===== src/rtl/fmult_pkg.sv =====
// Shared constants, state encoding and helpers for the G.726 FMULT datapath.
// Optional pipeline stage in fmult_core is enabled by defining FMULT_PIPE_EN.
package fmult_pkg;

  localparam int AN_W   = 16;  // AnBn coefficient, two's complement
  localparam int SR_W   = 11;  // SRnDQn float: sign, 4-bit exp, 6-bit mant
  localparam int WMAG_W = 15;

  localparam int SR_SIGN    = 10;
  localparam int SR_EXP_HI  = 9;
  localparam int SR_EXP_LO  = 6;
  localparam int SR_MANT_HI = 5;
  localparam int SR_MANT_LO = 0;

  localparam logic [11:0] WMANT_RND   = 12'd48;
  localparam logic [4:0]  SHIFT_PIVOT = 5'd26;

  typedef enum logic [1:0] {
    S_IDLE  = 2'd0,
    S_FETCH = 2'd1,
    S_DRAIN = 2'd2,
    S_DONE  = 2'd3
  } state_t;

  function automatic logic [3:0] bit_length13(input logic [12:0] v);
    logic [3:0] n;
    n = 4'd0;
    for (int i = 0; i < 13; i++) begin
      if (v[i]) n = 4'(i + 1);
    end
    return n;
  endfunction

endpackage


===== src/rtl/fmult_core.sv =====
// G.726 FMULT: signed product of an AnBn coefficient and an SRnDQn float operand.
// Defining FMULT_PIPE_EN registers WMANT/WEXP/sign ahead of the shifter (latency 1).
module fmult_core
  import fmult_pkg::*;
(
`ifdef FMULT_PIPE_EN
  input  logic            clk,
  input  logic            reset,
`endif
  input  logic [AN_W-1:0] an,
  input  logic [SR_W-1:0] sr,
  output logic [AN_W-1:0] product
);

  logic [AN_W-1:0]   an_abs;
  logic [12:0]       an_mag;
  logic [3:0]        an_exp;
  logic [5:0]        an_mant;
  logic [11:0]       mant_prod;
  logic [7:0]        wmant;
  logic [4:0]        wexp;
  logic              sign;
  logic [7:0]        sh_wmant;
  logic [4:0]        sh_wexp;
  logic              sh_sign;
  logic [WMAG_W-1:0] wmag;

  // -32768 has no positive twin; its magnitude folds to 0 after the 13-bit mask.
  assign an_abs    = an[AN_W-1] ? (AN_W'(0) - an) : an;
  assign an_mag    = 13'(an_abs >> 2);
  assign an_exp    = bit_length13(an_mag);
  assign an_mant   = (an_mag == 13'd0) ? 6'd32 : 6'({an_mag, 6'b0} >> an_exp);
  assign mant_prod = {6'b0, an_mant} * {6'b0, sr[SR_MANT_HI:SR_MANT_LO]};
  assign wmant     = 8'((mant_prod + WMANT_RND) >> 4);
  assign wexp      = {1'b0, an_exp} + {1'b0, sr[SR_EXP_HI:SR_EXP_LO]};
  assign sign      = an[AN_W-1] ^ sr[SR_SIGN];

`ifdef FMULT_PIPE_EN
  always_ff @(posedge clk) begin
    if (reset) begin
      sh_wmant <= '0;
      sh_wexp  <= '0;
      sh_sign  <= 1'b0;
    end else begin
      sh_wmant <= wmant;
      sh_wexp  <= wexp;
      sh_sign  <= sign;
    end
  end
`else
  assign sh_wmant = wmant;
  assign sh_wexp  = wexp;
  assign sh_sign  = sign;
`endif

  always_comb begin
    if (sh_wexp <= SHIFT_PIVOT) begin
      wmag = WMAG_W'({5'b0, sh_wmant, 7'b0} >> (SHIFT_PIVOT - sh_wexp));
    end else begin
      wmag = WMAG_W'({5'b0, sh_wmant, 7'b0} << (sh_wexp - SHIFT_PIVOT));
    end
  end

  assign product = sh_sign ? (AN_W'(0) - {1'b0, wmag}) : {1'b0, wmag};

endmodule


===== src/rtl/fmult_accum_seq.sv =====
// Time-multiplexed G.726 predictor: one FMULT walks all zero then pole taps, producing SEZ/SE.
// FMULT_PIPE_EN adds one pipeline stage inside fmult_core; DRAIN then lasts two cycles.
module fmult_accum_seq
  import fmult_pkg::*;
#(
  parameter int NUM_ZEROS = 6,
  parameter int NUM_POLES = 2,
  parameter int CH_W      = 5,
  parameter int TI_W      = $clog2(NUM_ZEROS + NUM_POLES)
) (
  input  logic            clk,
  input  logic            reset,
  input  logic            scan_in0,
  input  logic            scan_in1,
  input  logic            scan_in2,
  input  logic            scan_in3,
  input  logic            scan_in4,
  input  logic            scan_enable,
  input  logic            test_mode,
  output logic            scan_out0,
  output logic            scan_out1,
  output logic            scan_out2,
  output logic            scan_out3,
  output logic            scan_out4,
  input  logic            start,
  input  logic [CH_W-1:0] start_ch,
  output logic            busy,
  output logic            tap_rd,
  output logic [TI_W-1:0] tap_idx,
  input  logic [15:0]     tap_coef,
  input  logic [10:0]     tap_op,
  output logic            out_valid,
  output logic [CH_W-1:0] out_ch,
  output logic [14:0]     sez,
  output logic [14:0]     se,
  output state_t          fsm_state
);

  // Handshake: start is a request honoured only in IDLE (no ready; busy flags the job).
  // tap_rd/tap_idx is a read with fixed one-cycle latency; out_valid is a one-cycle strobe.

  localparam int T = NUM_ZEROS + NUM_POLES;
  localparam logic [TI_W-1:0] LAST_TAP  = TI_W'(T - 1);
  localparam logic [TI_W-1:0] LAST_ZERO = TI_W'(NUM_ZEROS - 1);

  state_t            state;
  logic [CH_W-1:0]   job_ch;
  logic              drain_done;
  logic              data_vld;
  logic [TI_W-1:0]   data_idx;
  logic              acc_vld;
  logic [TI_W-1:0]   acc_idx;
  logic [15:0]       product;
  logic [15:0]       acc;
  logic [15:0]       acc_next;
  logic [14:0]       sezi_half;

  assign scan_out0 = test_mode & scan_enable & scan_in0;
  assign scan_out1 = test_mode & scan_enable & scan_in1;
  assign scan_out2 = test_mode & scan_enable & scan_in2;
  assign scan_out3 = test_mode & scan_enable & scan_in3;
  assign scan_out4 = test_mode & scan_enable & scan_in4;
  assign fsm_state = state;

  fmult_core u_fmult (
`ifdef FMULT_PIPE_EN
    .clk     (clk),
    .reset   (reset),
`endif
    .an      (tap_coef),
    .sr      (tap_op),
    .product (product)
  );

`ifdef FMULT_PIPE_EN
  logic            drain_wait;
  logic            pipe_vld;
  logic [TI_W-1:0] pipe_idx;

  always_ff @(posedge clk) begin
    if (reset) begin
      pipe_vld <= 1'b0;
      pipe_idx <= '0;
    end else begin
      pipe_vld <= data_vld;
      pipe_idx <= data_idx;
    end
  end

  assign acc_vld    = pipe_vld;
  assign acc_idx    = pipe_idx;
  assign drain_done = !drain_wait;
`else
  assign acc_vld    = data_vld;
  assign acc_idx    = data_idx;
  assign drain_done = 1'b1;
`endif

  always_ff @(posedge clk) begin
    if (reset) begin
      state     <= S_IDLE;
      busy      <= 1'b0;
      tap_rd    <= 1'b0;
      tap_idx   <= '0;
      out_valid <= 1'b0;
      out_ch    <= '0;
      job_ch    <= '0;
`ifdef FMULT_PIPE_EN
      drain_wait <= 1'b0;
`endif
    end else begin
      case (state)
        S_IDLE: begin
          if (start) begin
            state   <= S_FETCH;
            busy    <= 1'b1;
            tap_rd  <= 1'b1;
            tap_idx <= '0;
            job_ch  <= start_ch;
          end
        end
        S_FETCH: begin
          if (tap_idx == LAST_TAP) begin
            tap_rd  <= 1'b0;
            tap_idx <= '0;
            state   <= S_DRAIN;
`ifdef FMULT_PIPE_EN
            drain_wait <= 1'b1;
`endif
          end else begin
            tap_idx <= tap_idx + TI_W'(1);
          end
        end
        S_DRAIN: begin
`ifdef FMULT_PIPE_EN
          drain_wait <= 1'b0;
`endif
          if (drain_done) begin
            state     <= S_DONE;
            out_valid <= 1'b1;
            out_ch    <= job_ch;
          end
        end
        S_DONE: begin
          out_valid <= 1'b0;
          busy      <= 1'b0;
          state     <= S_IDLE;
        end
        default: state <= S_IDLE;
      endcase
    end
  end

  assign acc_next = acc + product;

  // The final tap lands on the same edge that enters DONE, so sez/se are ready with out_valid.
  always_ff @(posedge clk) begin
    if (reset) begin
      data_vld  <= 1'b0;
      data_idx  <= '0;
      acc       <= '0;
      sezi_half <= '0;
      sez       <= '0;
      se        <= '0;
    end else begin
      data_vld <= tap_rd;
      data_idx <= tap_idx;
      if (state == S_IDLE && start) begin
        acc <= '0;
      end else if (acc_vld) begin
        acc <= acc_next;
        if (acc_idx == LAST_ZERO) sezi_half <= acc_next[15:1];
        if (acc_idx == LAST_TAP) begin
          sez <= sezi_half;
          se  <= acc_next[15:1];
        end
      end
    end
  end

endmodule


===== config.mk =====
export PLATFORM = sky130hd
export DESIGN_NAME = fmult_accum_seq
export DESIGN_NICKNAME = d
export VERILOG_FILES = /design/src/rtl/fmult_pkg.sv /design/src/rtl/fmult_core.sv /design/src/rtl/fmult_accum_seq.sv
export SDC_FILE = /design/constraint.sdc
export NUM_CORES = 1
export LEC_CHECK = 0
export CAP_MARGIN = 15
export CORE_MARGIN = 5
export CORE_UTILIZATION = 50
export CTS_CLUSTER_SIZE = 16
export DETAILED_ROUTE_END_ITERATION = 10
export GPL_TIMING_DRIVEN = 0
export PLACE_DENSITY = 0.79
export SLEW_MARGIN = 20
export SYNTH_ARGS = -nofsm -noshare
export SYNTH_HDL_FRONTEND = slang
export SYNTH_SLANG_ARGS = --single-unit

===== constraint.sdc =====
create_clock -name clk -period 12.3 [get_ports clk]
set_input_delay 1.845 -clock clk [delete_from_list [all_inputs] [get_ports clk]]
set_output_delay 1.845 -clock clk [all_outputs]
set_load 0.03 [all_outputs]

# Word-level counts from Yosys, hierarchy flattened
# Index checks and enable logic that the tools add are counted.
# W data, S select, Z words.
[totals]
regBits = 83
ram_bits = 0
n_memories = 0
output_inout_bits = 48
latchBits = 0
word_cells = 84
in_bits = 42
mem_bits_ro = 0
[op_classes]
mul = 1
n_eq_ne = 8
n_bitwise = 8
n_shift = 3
magnitude_cmp = 1
n_addsub = 8
muxes = 28
reduce_logical = 14
div = 0
[ops]
columns = ["op", "n"]
rows = [
  ["$mux W4", 12],
  ["$mux W15", 2],
  ["$shr A19 B4 Y6", 1],
  ["$add A16 B16 Y16", 1],
  ["$mux W16", 1],
  ["$sub A1 B15 Y16 const A", 1],
  ["$shl A15 B5 Y15", 1],
  ["$shr A15 B5 Y15", 1],
  ["$sub A1 B15 Y15 const A", 1],
  ["$logic_not A13 Y1", 1],
  ["$add A12 B6 Y12 const B", 1],
  ["$mul A6 B6 Y12", 1],
  ["$eq A3 B3 Y1 const B", 3],
  ["$reduce_and A3 Y1", 3],
  ["$pmux W2 S4", 1],
  ["$reduce_and A2 Y1", 4],
  ["$and A1 B1 Y1", 6],
  ["$mux W3", 2],
  ["$mux W6", 1],
  ["$pmux W1 S2", 3],
  ["$pmux W3 S2", 1],
  ["$reduce_bool A2 Y1", 3],
  ["$add A4 B4 Y5", 1],
  ["$le A5 B5 Y1 const B", 1],
  ["13 further kinds", 18],
]

# Depth between registers and ports, before layout
# Gate-level depths: netlist of run 1.
[depth]
depth_word = 24
depth_mapped = 45
ltp_nobuf = 42

# Modules after synthesis
# Synthesis of run 1 repeated with hierarchy kept, for this count alone.
[hier_totals]
hier_cells = 1007
hier_area_um2 = 7731.2
[by_module_without_submodules]
columns = ["mod", "seq_area_each_um2", "n_inst", "area_per_inst_um2", "cells_each"]
rows = [
  ["fmult_accum_seq", 1661.6, 1, 3900.0, 456],
  ["fmult_core", 0.0, 1, 3831.2, 551],
]

# Worst setup path after synthesis of run 1
# OpenSTA, ideal clock, no wires.
[synth_path]
path_type = "in2reg"
start = "input port tap_coef[7]"
end = "register se[13]"
n_path_buf = 2
setup_slack_ns = 0.552
cell_stages = 39
required_ns = 12.169
arrival_ns = 11.617
setup_ns = 0.131
cell_sequence = "buf_2 or2_2 or4_4 buf_6 o32ai_4 o32ai_2 o311ai_4 nand2_1 a211oi_2 a311oi_1 nor4_2 nor2_1 fa_1 fa_1 fa_1 inv_1 fa_1 inv_1 (+3 left out) a21boi_0 mux4_2 nand2b_1 a31oi_1 ha_1 nand2_1 o21ai_0 fa_1 a21o_1 a21oi_1 o21bai_1 a21oi_1 o21bai_1 a211o_1 a2111o_1 and3_1 a311oi_1 o31ai_1"
[synth_between]
elab_chain_len = 19
word_cells_on_any_way = 25
classes_between = "7 x add/sub; 1 x mul; 1 x order compare; 3 x shift; 12 x mux; 1 x reduce/logical"
[synth_rtl]
columns = ["element", "line", "source"]
rows = [
  ["start: declaration", "fmult_accum_seq.sv:30", "input logic [15:0] tap_coef,"],
  ["$sub A1 B15 Y15", "fmult_core.sv:29", "assign an_abs = an[AN_W-1] ? (AN_W'(0) - an) : an;"],
  ["$mux W15 *", "fmult_core.sv:29", ""],
  ["$mux W4 (8 in series)", "fmult_pkg.sv:29", "if (v[i]) n = 4'(i + 1);"],
  ["$shr A19 B4 Y6", "fmult_core.sv:32", "assign an_mant = (an_mag == 13'd0) ? 6'd32 : 6'({an_mag, 6'b0} >> an_exp);"],
  ["$mux W6", "fmult_core.sv:32", ""],
  ["$mul A6 B6 Y12", "fmult_core.sv:33", "assign mant_prod = {6'b0, an_mant} * {6'b0, sr[SR_MANT_HI:SR_MANT_LO]};"],
  ["$add A12 B6 Y12", "fmult_core.sv:34", "assign wmant = 8'((mant_prod + WMANT_RND) >> 4);"],
  ["$shl A15 B5 Y15 or $shr A15 B5 Y15 (tied branches)", "fmult_core.sv:60, fmult_core.sv:58", ""],
  ["$mux W15 *", "fmult_core.sv:57", "if (sh_wexp <= SHIFT_PIVOT) begin"],
  ["$sub A1 B15 Y16", "fmult_core.sv:64", "assign product = sh_sign ? (AN_W'(0) - {1'b0, wmag}) : {1'b0, wmag};"],
  ["$mux W16 *", "fmult_core.sv:64", ""],
  ["$add A16 B16 Y16 *", "fmult_accum_seq.sv:154", "assign acc_next = acc + product;"],
  ["end signal: assignment", "fmult_accum_seq.sv:175", "se <= acc_next[15:1];"],
  ["end: declaration", "fmult_accum_seq.sv:35", "output logic [14:0] se,"],
]
# Every way passes the cells marked *; elsewhere a longest branch is shown, timed or not.
# A chain may end at the register's enable or synchronous reset.

# Worst setup path in the final report of run 1
[layout_path]
start = "input port tap_coef[6]"
end = "register se[13]"
[layout_between]
elab_chain_len = 20
word_cells_on_any_way = 26
classes_between = "7 x add/sub; 1 x mul; 1 x order compare; 3 x shift; 13 x mux; 1 x reduce/logical"
[layout_rtl]
columns = ["element", "line"]
rows = [
  ["$sub A1 B15 Y15", "fmult_core.sv:29"],
  ["$mux W15 *", "fmult_core.sv:29"],
  ["$mux W4 (9 in series)", "fmult_pkg.sv:29"],
  ["$shr A19 B4 Y6", "fmult_core.sv:32"],
  ["$mux W6", "fmult_core.sv:32"],
  ["$mul A6 B6 Y12", "fmult_core.sv:33"],
  ["$add A12 B6 Y12", "fmult_core.sv:34"],
  ["$shl A15 B5 Y15 or $shr A15 B5 Y15 (tied branches)", "fmult_core.sv:60, fmult_core.sv:58"],
  ["$mux W15 *", "fmult_core.sv:57"],
  ["$sub A1 B15 Y16", "fmult_core.sv:64"],
  ["$mux W16 *", "fmult_core.sv:64"],
  ["$add A16 B16 Y16 *", "fmult_accum_seq.sv:154"],
]
# Marks and branches as above.

==> flow_summary.rst, run 1 <==
.. list-table::
   :header-rows: 1

   * - Metric
     - Value
   * - Crit path max fanout
     - 10
   * - Wire length per cell
     - 16.3 um
   * - Area fraction in and, or, nand and nor cells after synthesis
     - 24.1%
   * - Post-layout net count
     - 1293
   * - Area growth syn-to-layout
     - 25.0%
   * - Initial Utilization
     - 50.7%
   * - Library cell occupying the most area in the post-synthesis netlist
     - sky130_fd_sc_hd__dfxtp_1
   * - Smallest hold slack
     - 0.451 ns
   * - Post-Synthesis Net Count
     - 1171
   * - Clock Latency Late Sink
     - 0.34 ns
   * - Max VDD drop
     - 0.177 mV
   * - Initial DRT Pass Iterations
     - 6
   * - CTS H-tree depth
     - 3
   * - Final weighted congestion in routability-driven placement
     - 0.956
   * - Via count of the first global-routing pass
     - 7913
   * - Number of placement rows
     - 46
   * - Filler cell count
     - 1417
   * - Final cycle utilization of the critical path
     - 97.4%
   * - Pins over their slew limit
     - 0
   * - Main combinational cell family by area after synthesis
     - compound AO/OA/AOI/OAI gates
   * - Slowest-stage cell, CP
     - sky130_fd_sc_hd__fa_1
   * - Number of flops mapped to enable cells by yosys
     - 0
   * - Final HPWL from detailed placement
     - 17000 um
   * - Sequential cell area
     - 0.00166 sq mm
   * - Final number of hold-violating endpoints
     - 0
   * - Delay of the slowest critical-path stage
     - 0.54 ns
   * - Static leakage power
     - 0.00384 uW
   * - Total power after layout
     - 2280 uW
   * - DRC Markers
     - 0
   * - Timing-limited maximum frequency
     - 0.0834 GHz
   * - Setup Crit Path Kind
     - input pin to flop
   * - Number of storage elements in the synthesis netlist
     - 83
   * - XOR/XNOR Fraction of Synth Area
     - 4.34%
   * - Most common flop cell mapped by yosys
     - sky130_fd_sc_hd__dfxtp_1
   * - Std-Cell Core Area
     - 0.0158 sq mm
   * - First-pass GRT wire length
     - 36900 um
   * - Post-detailed-routing wire length
     - 22900 um
   * - Cell with the most instances after synthesis
     - sky130_fd_sc_hd__nand2_1
   * - CTS tree
     - done
   * - Portion of netlist area occupied by mux cells
     - 3.93%
   * - Area fraction of the dominant cell type after synthesis
     - 20.8%
   * - Critical Path Sink Type
     - flop
   * - Number of antenna cells inserted
     - 0
   * - Total buffers and inverters traversed by the critical path
     - 9
   * - Area occupied by multi-input gates
     - 0.00627 sq mm
   * - Kind of start point of the critical path
     - input pin
   * - Yosys warnings
     - 0
   * - Kind of cell adding the most delay to the critical path
     - compound AO/OA/AOI/OAI gates
   * - Total Die Area
     - 0.0186 sq mm
   * - Unique masters post-synth
     - 91
   * - GRT Total Usage
     - 23.8%
   * - Slew at the pin with the worst max-slew slack
     - 1.03 ns
   * - Die X
     - 136 um
   * - Max capacitance violation total
     - 0
   * - CTS clk-pin slew, worst paths
     - 0.06 ns
   * - Ratio of cells with drive above 1 in the final layout
     - 12.5%
   * - Max-slew headroom at the worst pin
     - 30.8%
   * - Setup-violating endpoint count in the final report
     - 0
   * - Die height
     - 136 um
   * - Antenna viol nets, final
     - 0
   * - Shortest clock period the worst path allows after layout
     - 11.98 ns
   * - Instance count of the mapped netlist
     - 1056
   * - Iter 0 DRT Violations
     - 577
   * - Total power per unit cell area
     - 229 mW/mm^2
   * - Data arrival time of the critical path
     - 12.19 ns
   * - Mean number of vias per cell
     - 6.00
   * - Adder-cell share of the synthesized area
     - 13.4%
   * - Most used standard cells in the synthesized netlist
     - 161 x sky130_fd_sc_hd__nand2_1, 89 x sky130_fd_sc_hd__a21oi_1, 89 x sky130_fd_sc_hd__nor2_1
   * - Largest net degree at the start of global routing
     - 14
   * - Sequential share of the synthesized area
     - 20.8%
   * - Complex-gate fraction of the synthesized area
     - 27.8%
   * - Initial antenna violation count
     - 0
   * - Clock tree buffer depth
     - 2
   * - Number of placed I/O pins
     - 90
   * - Number of buffers inserted by port buffering
     - 84
   * - Num Clock Sinks
     - 83
   * - FFs w/ async S/R, synth
     - 0%
   * - CTS Root Cell
     - sky130_fd_sc_hd__clkbuf_16
   * - Mean area per synthesized cell
     - 7.57 sq um
   * - Remaining global-route overflow
     - 0
   * - Final setup skew
     - 0.00505 ns
   * - Run status
     - completed
   * - Post-Syn Area
     - 0.00799 sq mm
   * - Class of the most critical hold timing path
     - flop to flop
   * - Dominant cells by area after synthesis
     - sky130_fd_sc_hd__dfxtp_1 21%, sky130_fd_sc_hd__ha_1 8.3%, sky130_fd_sc_hd__nand2_1 7.6%
   * - Vias after detailed routing
     - 8392
   * - Req. time, crit path
     - 12.51 ns
   * - Total clock buffers created by CTS
     - 9
[cell usage in the layout (no fill, tap or decap), types with 7 or more instances in the layout]
| cell type | n |
|---|---|
| sky130_fd_sc_hd__nor3_1 | 25 |
| sky130_fd_sc_hd__and3_1 | 11 |
| sky130_fd_sc_hd__ha_1 | 47 |
| sky130_fd_sc_hd__xor2_1 | 9 |
| sky130_fd_sc_hd__a22oi_1 | 8 |
| sky130_fd_sc_hd__nand2_1 | 160 |
| sky130_fd_sc_hd__clkdlybuf4s50_1 | 78 |
| sky130_fd_sc_hd__nand3_1 | 15 |
| sky130_fd_sc_hd__a31oi_1 | 12 |
| sky130_fd_sc_hd__o21a_1 | 7 |
| sky130_fd_sc_hd__mux2i_1 | 26 |
| sky130_fd_sc_hd__clkbuf_16 | 9 |
| sky130_fd_sc_hd__buf_4 | 29 |
| sky130_fd_sc_hd__a21o_1 | 12 |
| sky130_fd_sc_hd__o211ai_1 | 23 |
| sky130_fd_sc_hd__o21ai_0 | 33 |
| sky130_fd_sc_hd__xnor2_1 | 27 |
| sky130_fd_sc_hd__a211oi_1 | 16 |
| sky130_fd_sc_hd__inv_1 | 49 |
| sky130_fd_sc_hd__a211o_1 | 7 |
| sky130_fd_sc_hd__and2_1 | 13 |
| sky130_fd_sc_hd__dfxtp_1 | 83 |
| sky130_fd_sc_hd__nor2_1 | 86 |
| sky130_fd_sc_hd__or2_2 | 8 |
| sky130_fd_sc_hd__fa_1 | 18 |
| sky130_fd_sc_hd__clkbuf_1 | 47 |
| sky130_fd_sc_hd__a21oi_1 | 82 |
| sky130_fd_sc_hd__nor2b_1 | 8 |
| sky130_fd_sc_hd__nand2b_1 | 13 |
[area by class of cell]
type	instances	area share, %
Inverter	53	1.99
Tap cell	216	2.71
Buffer	59	2.54
Clock buffer	12	2.47
Multi-Input combinational cell	860	62.8
Clock inverter	4	0.263
Sequential cell	83	16.6
Timing Repair Buffer	112	10.6
[metal layers]
layer	share of wire, %	vias up	track usage, %
met5	0	-	0
met4	3.2	0	8.79
met3	5.8	63	2.92
met2	49	307	42.2
met1	42	3941	29.4
li1	-	4081	-
[worst min-delay path: cells and delay by family (launching register included)]
family / cells / cell delay (ns)
compound gates: 1 / 0.05
flops: 1 / 0.31
simple gates: 1 / 0.05
[repair_timing]
| item | 4_1_cts | 5_1_grt |
|---|---|---|
| setup buffers | 15 | 13 |
| hold buffers | 0 | 0 |
| pin swaps | 14 | 36 |
| gates resized for setup | 35 | 59 |
| endpoints found under the setup margin | 21 | 18 |
[where the power goes]
part	leakage (uW)	total, uW	switching (uW)	internal, uW
clock network	0.000133	246	104	142
registers	0.000671	308	16.3	292
logic	0.00304	1730	1030	700
[metrics by stage]
stage	TNS, ns	area (sq um)	util (%)	setup WS (ns)	std cells
after CTS	0	9650	61.2	0.0159	1386
final	0	9990	63.3	0.317	1399
after floorplan	0	7990	-	0.552	1056
after global placement	-17.68	9100	57.7	-1.35	1356
after global routing	-0.454	9990	63.3	-0.0958	1399
after detailed placement	-21.01	9100	57.7	-1.46	1356
[flip-flops by register name, indices dropped and copies added (netlist names)]
signal,count
se,15
tap_idx,3
acc_vld,1
out_valid,1
acc_idx,3
job_ch,5
acc,16
fsm_state,2
sezi_half,15
out_ch,5
tap_rd,1
sez,15
busy,1
[path summary, 6_finish.rpt]
check                           cells past startpoint  slack (ns)                  end           startpoint
worst min register to register                      2        0.45  sez[9]$_SDFFE_PP0P_  sez[9]$_SDFFE_PP0P_
worst max-delay path                               44        0.32  se[13]$_SDFFE_PP0P_          tap_coef[6]
worst max register to register                     13        9.07  se[13]$_SDFFE_PP0P_  acc[0]$_SDFFE_PP0P_
worst min-delay path                                2        0.45  sez[9]$_SDFFE_PP0P_  sez[9]$_SDFFE_PP0P_
[cells by family after synthesis]
logic type | after synthesis
simple gates | 403
compound gates | 315
buf+inv | 113
flops | 83
fa+ha+maj | 74
xor+xnor | 38
mux | 30
Power figures use the tool's default switching activity.
==> run 2, diff against run 1 <==
REMOVE_ABC_BUFFERS = 1   (was not set)
==> run 2 against run 1 <==
Against the previous run:
- first-iteration DRC count is 13% lower
- global-route usage is 1.9 points lower
- maximum frequency is 0.59% higher
- die area stayed put
- total power hardly changed
- cell count is 2.9% lower
- sequential power is 1% higher
- non-clock buffer count is 40 lower
- sequential share of layout area is 0.15 points higher
- combinational power hardly changed
- largest power group unchanged
==> flow_summary.rst, run 2 (synthesized netlist as in run 1, its figures left out) <==
.. list-table::
   :header-rows: 1

   * - Metric
     - Value
   * - First-pass GRT wire length
     - 34400 um (-6.7%)
   * - Worst-case register-to-register setup slack
     - 9.12 ns (+0.05 ns)
   * - Wire length per cell
     - 15.3 um (-6.1%)
   * - DRC Markers
     - 0 (unchanged)
   * - Antenna viol nets, final
     - 0 (unchanged)
   * - Max-slew headroom at the worst pin
     - 33.6% (+2.8 points)
   * - Remaining global-route overflow
     - 0 (unchanged)
   * - Post-detailed-routing wire length
     - 20800 um (-8.8%)
   * - Ratio of cells with drive above 1 in the final layout
     - 13.0% (+0.53 points)
   * - Via count of the first global-routing pass
     - 7455 (-5.8%)
   * - Critical Path Sink Type
     - flop
   * - Die height
     - 136 um (unchanged)
   * - Total Die Area
     - 0.0186 sq mm (unchanged)
   * - Total clock buffers created by CTS
     - 9 (unchanged)
   * - Number of placed I/O pins
     - 90 (unchanged)
   * - Data arrival time of the critical path
     - 12.11 ns (-0.08 ns)
   * - Class of the most critical hold timing path
     - flop to flop
   * - Std-Cell Core Area
     - 0.0158 sq mm (unchanged)
   * - Crit path max fanout
     - 7 (-3)
   * - Max FFs per register
     - 16 (unchanged)
   * - Pins over their slew limit
     - 0 (unchanged)
   * - Run status
     - completed
   * - Startpoint of the worst-slack reg-to-reg timing path
     - acc[0]$_SDFFE_PP0P_
   * - Number of antenna cells inserted
     - 0 (unchanged)
   * - Delay of the slowest critical-path stage
     - 0.57 ns (+0.03 ns)
   * - Clock Latency Late Sink
     - 0.33 ns (about the same)
   * - Sequential cell area
     - 0.00166 sq mm (unchanged)
   * - Smallest hold slack
     - 0.451 ns (-0.000299 ns)
   * - Total power per unit cell area
     - 231 mW/mm^2 (+1.0%)
   * - CTS clk-pin slew, worst paths
     - 0.06 ns (about the same)
   * - Req. time, crit path
     - 12.49 ns (-0.02 ns)
   * - Initial DRT Pass Iterations
     - 5 (-1)
   * - Worst slack at placement
     - -1.74 ns (-0.286 ns)
   * - Max VDD drop
     - 0.125 mV (-29%)
   * - Final weighted congestion in routability-driven placement
     - 0.940 (-1.7%)
   * - Vias after detailed routing
     - 8102 (-3.5%)
   * - Timing-limited maximum frequency
     - 0.0839 GHz (+0.59%)
   * - GRT Total Usage
     - 21.9% (-1.9 points)
   * - Static leakage power
     - 0.00388 uW (+0.90%)
   * - CTS H-tree depth
     - 3 (unchanged)
   * - Max capacitance violation total
     - 0 (unchanged)
   * - Post-layout net count
     - 1254 (-3.0%)
   * - CTS Root Cell
     - sky130_fd_sc_hd__clkbuf_16
   * - Worst reg2reg path depth
     - 12 (-1)
   * - Initial Utilization
     - 50.7% (unchanged)
   * - Total buffers and inverters traversed by the critical path
     - 6 (-3)
   * - Terminus of the critical flop-to-flop path
     - se[13]$_SDFFE_PP0P_
   * - Register containing the most flip-flops in the final layout
     - acc
   * - Largest net degree at the start of global routing
     - 72 (+58)
   * - Final setup skew
     - 0.00462 ns (-0.000423 ns)
   * - Commonest non-fill, non-tap cells in the layout
     - 161 x sky130_fd_sc_hd__nand2_1, 87 x sky130_fd_sc_hd__nor2_1, 83 x sky130_fd_sc_hd__dfxtp_1, 82 x sky130_fd_sc_hd__a21oi_1, 75 x sky130_fd_sc_hd__clkdlybuf4s50_1
   * - Slew at the pin with the worst max-slew slack
     - 0.996 ns (-0.0338 ns)
   * - Post-Route Utilization
     - 62.8% (-0.57 points)
   * - Die X
     - 136 um (unchanged)
   * - Final number of hold-violating endpoints
     - 0 (unchanged)
   * - Mean number of vias per cell
     - 5.96 (-0.61%)
   * - Kind of cell adding the most delay to the critical path
     - compound AO/OA/AOI/OAI gates
   * - Cell repeated most along the worst path
     - sky130_fd_sc_hd__fa_1
   * - Area occupied by multi-input gates
     - 0.00625 sq mm (-0.30%)
   * - Kind of start point of the critical path
     - input pin
   * - Iter 0 DRT Violations
     - 500 (-13%)
   * - Setup-violating endpoint count in the final report
     - 0 (unchanged)
   * - CTS tree
     - done
   * - Clock tree buffer depth
     - 2 (unchanged)
   * - Shortest clock period the worst path allows after layout
     - 11.91 ns (-0.0707 ns)
   * - Number of buffers inserted by port buffering
     - 89 (+6.0%)
   * - Filler cell count
     - 1407 (-0.71%)
   * - Final cycle utilization of the critical path
     - 96.9% (-0.57 points)
   * - Post-route setup slack
     - 0.387 ns (+0.0707 ns)
   * - Filler-free cell count of the finished design
     - 1359 (-2.9%)
   * - Setup Crit Path Kind
     - input pin to flop
   * - Area growth syn-to-layout
     - 23.9%
   * - Inst Count DP
     - 1301 (-4.1%)
   * - Number of placement rows
     - 46 (unchanged)
   * - Slowest-stage cell, CP
     - sky130_fd_sc_hd__or4_4
   * - Final HPWL from detailed placement
     - 15100 um (-11%)
   * - Most common library cell in the layout ignoring fill and taps
     - sky130_fd_sc_hd__nand2_1
   * - Num Clock Sinks
     - 83 (unchanged)
   * - Hold depth
     - 2 (unchanged)
   * - Worst hold path endpoint
     - sez[9]$_SDFFE_PP0P_
   * - Worst hold start
     - sez[9]$_SDFFE_PP0P_
   * - Initial antenna violation count
     - 0 (unchanged)
==> run 2: power by group <==
| part | switching [uW] | internal (uW) |
|---|---|---|
| registers | 20.8 | 292 |
| clock network | 102 | 162 |
| logic | 993 | 716 |
| total | 1120 | 1170 |
==> run 2: per-stage QoR <==
stage	TNS [ns]	area (sq um)	total power [uW]
after floorplan	0	7750	1420
after global placement	-26.40	8910	1710
after detailed placement	-30.86	8900	1740
after CTS	0	9510	2080
after global routing	-0.489	9900	2470
final	0	9900	2290
==> run 2: what timing repair did <==
item | 4_1_cts | 5_1_grt
setup endpoints to repair | 30 | 15
cloned | 1 | 0
gates resized for setup | 41 | 61
pin swaps | 12 | 29
setup buffers | 17 | 25
hold buffers | 0 | 0
==> run 2: final cells by class <==
cell class | count | share of cell area (%)
Clock buffer | 11 | 2.45
Tap cell | 216 | 2.73
Inverter | 53 | 2.01
Sequential cell | 83 | 16.8
Clock inverter | 4 | 0.518
Timing Repair Buffer | 131 | 12.3
Multi-Input combinational cell | 861 | 63.2
==> run 2: how the worst max path moves through the flow <==
stage | from | to | slack [ns] | depth (start not counted)
5_1_grt | tap_coef[0] | acc[15]$_SDFFE_PP0P_ | -0.12 | 42
3_5_place_dp | tap_coef[15] | acc[15]$_SDFFE_PP0P_ | -1.74 | 37
2_1_floorplan | tap_coef[0] | se[13]$_SDFFE_PP0P_ | 0.44 | 37
6_report | tap_coef[0] | se[13]$_SDFFE_PP0P_ | 0.39 | 41
3_3_place_gp | tap_coef[15] | se[13]$_SDFFE_PP0P_ | -1.62 | 36
4_1_cts | tap_coef[0] | se[13]$_SDFFE_PP0P_ | 0.05 | 45
==> run 2: worst reg2reg max path, stage by stage (launching register included) <==
cell	delay, ns
sky130_fd_sc_hd__dfxtp_1	0.31
sky130_fd_sc_hd__ha_1	0.24
sky130_fd_sc_hd__fa_2	0.38
sky130_fd_sc_hd__a21o_1	0.20
sky130_fd_sc_hd__a21oi_2	0.17
sky130_fd_sc_hd__o21bai_1	0.10
sky130_fd_sc_hd__a21oi_2	0.17
sky130_fd_sc_hd__o21bai_1	0.10
sky130_fd_sc_hd__a211o_1	0.33
sky130_fd_sc_hd__a2111o_1	0.43
sky130_fd_sc_hd__and3_1	0.19
sky130_fd_sc_hd__a311oi_4	0.31
sky130_fd_sc_hd__o31ai_1	0.11
==> run 2: metal layers <==
metal  vias to the layer above  GRT usage (%)  share of wire (%)
li1                       4028              -                  -
met4                         0           6.44                1.8
met5                         -              0                  0
met3                        36           2.29                5.2
met2                       254           37.9                 49
met1                      3784           28.7                 44
==> run 3, diff against run 2 <==
SKIP_LAST_GASP = 1   (was not set)
==> results of run 3 <==
No change in the layout: final DEF, timing and power equal those of run 2.
